--- src/rtl/hazard_control_unit.sv ---
// Hazard controller for the 5-stage F/D/E/M/W core: E-stage forwarding,
// load-use stalls, PC-write stall/flush sequencing and a stall-cycle counter.
module hazard_control_unit #(
    parameter int RA_W     = 4,
    parameter int LOAD_LAT = 1,
    parameter int CNT_W    = 32
) (
    input  logic             clk,
    input  logic             reset,
    input  logic [RA_W-1:0]  ra1D,
    input  logic [RA_W-1:0]  ra2D,
    input  logic [RA_W-1:0]  ra1E,
    input  logic [RA_W-1:0]  ra2E,
    input  logic [RA_W-1:0]  wa3E,
    input  logic [RA_W-1:0]  wa3M,
    input  logic [RA_W-1:0]  wa3W,
    input  logic             regWriteE,
    input  logic             regWriteM,
    input  logic             regWriteW,
    input  logic             memtoRegE,
    input  logic             pcSrcD,
    input  logic             pcSrcW,
    output logic [1:0]       forwardAE,
    output logic [1:0]       forwardBE,
    output logic             stallF,
    output logic             stallD,
    output logic             flushD,
    output logic             flushE,
    output logic [CNT_W-1:0] stallCycles
);

    localparam logic [0:0] IDLE   = 1'b0;
    localparam logic [0:0] PCWAIT = 1'b1;

    // Reload value so that the hit cycle plus the countdown spans LOAD_LAT cycles.
    localparam logic [1:0] LD_INIT = 2'(LOAD_LAT - 1);

    logic [0:0]       state;
    logic [1:0]       ld_cnt;
    logic [CNT_W-1:0] cnt;

    logic ld_hit;
    logic ld_stall;
    logic pc_enter;

    function automatic logic [1:0] fwd_sel(input logic [RA_W-1:0] ra);
        if (regWriteM && wa3M == ra)
            return 2'b10;
        else if (regWriteW && wa3W == ra)
            return 2'b01;
        else
            return 2'b00;
    endfunction

    // Hazard detection; a PC writer only advances once any load stall has cleared.
    always_comb begin
        ld_hit   = memtoRegE && regWriteE &&
                   (wa3E == ra1D || wa3E == ra2D) &&
                   state == IDLE && ld_cnt == 2'd0;
        ld_stall = ld_hit || ld_cnt != 2'd0;
        pc_enter = state == IDLE && pcSrcD && !ld_stall;
    end

    // Control outputs, forced low while reset is held.
    always_comb begin
        forwardAE   = 2'b00;
        forwardBE   = 2'b00;
        stallF      = 1'b0;
        stallD      = 1'b0;
        flushD      = 1'b0;
        flushE      = 1'b0;
        stallCycles = '0;
        if (!reset) begin
            forwardAE   = fwd_sel(ra1E);
            forwardBE   = fwd_sel(ra2E);
            stallF      = ld_stall || pc_enter || state == PCWAIT;
            stallD      = ld_stall;
            flushD      = pc_enter || state == PCWAIT;
            flushE      = ld_stall;
            stallCycles = cnt;
        end
    end

    // PC-write FSM: wait with fetch frozen until the writer retires in W.
    always_ff @(posedge clk) begin
        if (reset) begin
            state <= IDLE;
        end else begin
            case (state)
                IDLE:    if (pc_enter) state <= PCWAIT;
                PCWAIT:  if (pcSrcW)   state <= IDLE;
                default: state <= IDLE;
            endcase
        end
    end

    // Load-use countdown covering the remaining stall cycles after a hit.
    always_ff @(posedge clk) begin
        if (reset)
            ld_cnt <= 2'd0;
        else if (ld_hit)
            ld_cnt <= LD_INIT;
        else if (ld_cnt != 2'd0)
            ld_cnt <= ld_cnt - 2'd1;
    end

    // Saturating count of fetch-stall cycles.
    always_ff @(posedge clk) begin
        if (reset)
            cnt <= '0;
        else if (stallF && cnt != {CNT_W{1'b1}})
            cnt <= cnt + 1'b1;
    end

endmodule
--- config.mk ---
export PLATFORM = sky130hd
export DESIGN_NAME = hazard_control_unit
export DESIGN_NICKNAME = d
export VERILOG_FILES = /design/src/rtl/hazard_control_unit.sv
export SDC_FILE = /design/constraint.sdc
export NUM_CORES = 1
export LEC_CHECK = 0
export BUFFER_PORTS_ARGS = -buffer_cell sky130_fd_sc_hd__buf_2
export CORE_MARGIN = 1
export CORE_UTILIZATION = 30
export CTS_CLUSTER_DIAMETER = 200
export DETAILED_ROUTE_END_ITERATION = 10
export PLACE_DENSITY = 0.5
export SLEW_MARGIN = 25
export SYNTH_ARGS = -nofsm -noshare
export SYNTH_HDL_FRONTEND = slang
export SYNTH_SLANG_ARGS = --single-unit
export TNS_END_PERCENT = 100
--- constraint.sdc ---
create_clock -name clk -period 2.49 [get_ports clk]
set_input_delay 0.3735 -clock clk [delete_from_list [all_inputs] [get_ports clk]]
set_output_delay 0.3735 -clock clk [all_outputs]
set_load 0.01 [all_outputs]
==> summary.md <==
| Metric | Value |
|---|---|
| RSZ-0062 raised after global routing | false |
| CTS sink count | 35 |
| Layout cells sized above 1 | 0.310 |
| CTS tree | done |
| Req. time, crit path | 2.12 ns |
| Comb power frac | 0.257 |
| CTS H-tree lvls | 2 |
| Post-cts resize count | 0 |
| Final wirelength | 5980 um |
| Reg2Reg Setup Slack | 0.26 ns |
| DRC violations left | 0 |
| Crit Path Category | flip-flop to output port |
| TNS Setup | 0 ns |
| Top cell type's share of synthesized area | 0.294 |
| Starting density of the core | 0.310 |
| R2R cell count | 6 |
| XOR/XNOR share of the synthesized area | 0.0883 |
| DRT Pass-1 Iters | 4 |
| Number of synthesized flops with an enable pin | 0 |
| Placer Congestion | 0.764 |
| Number of diodes | 0 |
| Worst-path clk slew | 0.07 ns |
| Synth Area per Inst | 7.99 um2 |
| Ys Warns | 0 |
| Initial antenna violation count | 0 |
| Grt ovf | 0 |
| Max Clk Rate | 434 MHz |
| Dominant synthesized flop cell | dfxtp_1 |
| Via count | 2355 |
| Worst Setup EP | stallF |
| Die W | 91.1 um |
| Pre-CTS setup slack | 0.267 ns |
| Final period util | 0.926 |
| P_leak | 1.29 nW |
| Avg Vias per Cell | 4.98 |
| I/O pin cnt | 76 |
| Max Cap Viol | 0 |
| Vias in the first global route | 2298 |
| # setup viols final | 0 |
| Area delta synth->final | 24.8% |
| Post-synthesis mux area share | 0.0852 |
| Avg WL per Cell | 12.6 um |
| Yosys top cell by area | dfxtp_1 |
| Cell Area, Synth | 2380 um2 |
| Synth async-reset ratio | 0 |
| Cell Int Power | 1.06 mW |
| Clk Latency, worst-skew pair | 0.29 ns |
| Switching share of power | 0.315 |
| Iteration-0 DRC Markers | 76 |
| Crit path time final | 2.31 ns |
| Post-synthesis compound-gate area fraction | 0.0747 |
| Status | finished, final reports clean |
| Slew HR | 0.680 |
| Antenna-violating nets left | 0 |
| Hold Path Class | input port to flip-flop |
| Syn_nets | 336 |
| Total Die Area | 8290 um2 |
| Synth Register Bits | 35 |
| Worst Path Max Fanout | 32 |
| Fraction of the yosys area taken by sequential cells | 0.294 |
| Clock buffer depth | 2 |
| Largest net degree at the start of global routing | 33 |
| Synth cell count leaders | dfxtp_1, nor2_1, nor2b_1 |
| Clk pwr share | 0.338 |
| DP HPWL | 4590 um |
| Worst setup SP type | flip-flop |
| Post-synthesis cell count | 298 |
| Synth area leaders | dfxtp_1, mux2_2, nor2b_1 |
| Main combinational cell family by area after synthesis | simple AND/OR/NAND/NOR gates |
| CTS Buf Count | 5 |
| Slew @ Worst Pin | 0.476 ns |
| First-pass GRT wire length | 10200 um |
| Die Span Y | 91.1 um |
| Rows | 32 |
| Worst ir drop on vdd | 0.181 mV |
| Worst setup path startpoint | ld_cnt[0] |
| Total global-route track usage | 0.150 |
| Worst r2r src | cnt[0] |
| Clk_skew | 0.00770 ns |
| PortBufs | 75 |
| Synth Area in Simple Gates | 0.401 |
| Clock root buffer | clkbuf_8 |
| Pwr dens | 520 nW/um2 |
| Setup Fix Bufs, Post-CTS | 0 |
| Cts hold-fix bufs | 0 |
| Netlist cell types | 44 |
| Post-Synth Adder-Cell Area | 0.0105 |
| CP Data Arrival Time | 1.93 ns |
| Crit. End Element | output port |
| Core area | 7690 um2 |
| NetSw | 487 uW |
| Sequential power share | 0.405 |
| Final setup margin | 0.184 ns |
| Final #Nets | 408 |
| Most frequent cell after synthesis | dfxtp_1 |
| Hold Fails Final Rpt | 0 |
| R2r endpoint | cnt[18] |
| Max Slew Vio Count | 0 |
==> through the flow <==
step	std cells	total power [mW]	area, um2	hold slack, ns	util
final	473	1.55	2970	0.255	0.386
after global placement	465	1.03	2860	0.435	0.372
after detailed placement	465	1.04	2860	0.452	0.372
after CTS	473	1.57	2970	0.247	0.386
after global routing	473	1.64	2970	0.261	0.386
after floorplan	298	0.898	2380	0.425	-
==> power groups by stage <==
| stage | clock [mW] | combinational [mW] | sequential (mW) |
|---|---|---|---|
| 6_report | 0.523 | 0.398 | 0.625 |
| 5_1_grt | 0.563 | 0.446 | 0.633 |
| 4_1_cts | 0.547 | 0.402 | 0.625 |
| 3_5_place_dp | 0 | 0.402 | 0.637 |
| 3_3_place_gp | 0 | 0.398 | 0.636 |
| 2_1_floorplan | 0 | 0.267 | 0.632 |
==> cells in the final DEF (no fill, tap or decap), drive strengths merged, types with 2 or more instances in the layout <==
| cell type | Yosys | final |
|---|---|---|
| buf | 8 | 80 |
| dfxtp | 35 | 35 |
| nor2 | 32 | 32 |
| nor2b | 28 | 28 |
| nand2 | 25 | 25 |
| mux2 | 18 | 18 |
| nand4 | 15 | 15 |
| xor2 | 14 | 14 |
| o21ai | 14 | 14 |
| nor3 | 14 | 14 |
| nand3 | 11 | 11 |
| xnor2 | 10 | 10 |
| inv | 9 | 9 |
| or4 | 8 | 8 |
| a21oi | 8 | 8 |
| or3 | 7 | 7 |
| and3 | 6 | 6 |
| clkbuf | 7 | 5 |
| and4 | 5 | 5 |
| nor4 | 5 | 5 |
| nor3b | 3 | 3 |
| o31ai | 3 | 3 |
| nor4b | 3 | 3 |
| and2 | 2 | 2 |
| ha | 2 | 2 |
| clkinv | 0 | 2 |
==> layout make-up <==
| cell class | count | area (um2) |
|---|---|---|
| Sequential cell | 35 | 701 |
| Clock inverter | 3 | 43.8 |
| Clock buffer | 5 | 68.8 |
| Tap cell | 102 | 128 |
| Inverter | 9 | 33.8 |
| Multi-Input combinational cell | 239 | 1570 |
| Timing Repair Buffer | 80 | 425 |
| Fill cell | 817 | 4720 |
==> worst min-delay path by stage <==
stage	start	endpoint	slack, ns	depth (start not counted)
global route	pcSrcW	state	0.26	2
detailed placement	ld_cnt[1]	ld_cnt[1]	0.45	2
floorplan	ld_cnt[1]	ld_cnt[1]	0.43	2
global placement	ld_cnt[1]	ld_cnt[1]	0.43	2
finish	pcSrcW	state	0.26	2
CTS	pcSrcW	state	0.25	2
==> metal layers <==
metal / GRT usage / up-vias / wire (um)
met1: 0.181 / 1099 / 2720
li1: - / 1204 / -
met2: 0.271 / 50 / 2950
met5: 0 / - / 0
met3: 0.0352 / 2 / 263
met4: 0.0317 / 0 / 36
==> worst max-delay path, cell delays in order (launching register included) <==
cell and delay, ns:
dfxtp_1 0.33, inv_1 0.06, ha_1 0.18, inv_1 0.08, or3_1 0.46, nor2_2 0.16, buf_12 0.19, nor2_1 0.05
buf_2 0.13
==> cells by family (layout without fill, tap and decap cells) <==
family | count (synthesis) | count (layout)
AO/OA/AOI/OAI | 29 | 29
XOR/XNOR | 24 | 24
adder cells (fa/ha/maj) | 2 | 2
buffers and inverters | 24 | 97
flip-flops | 35 | 35
multiplexers | 18 | 18
AND/OR/NAND/NOR | 166 | 166
==> state kept, by name, summed over array words and instances (netlist names) <==
signal / cells
ld_cnt: 2
cnt: 32
state: 1
Note: power is estimated with default switching activity, not from simulation.
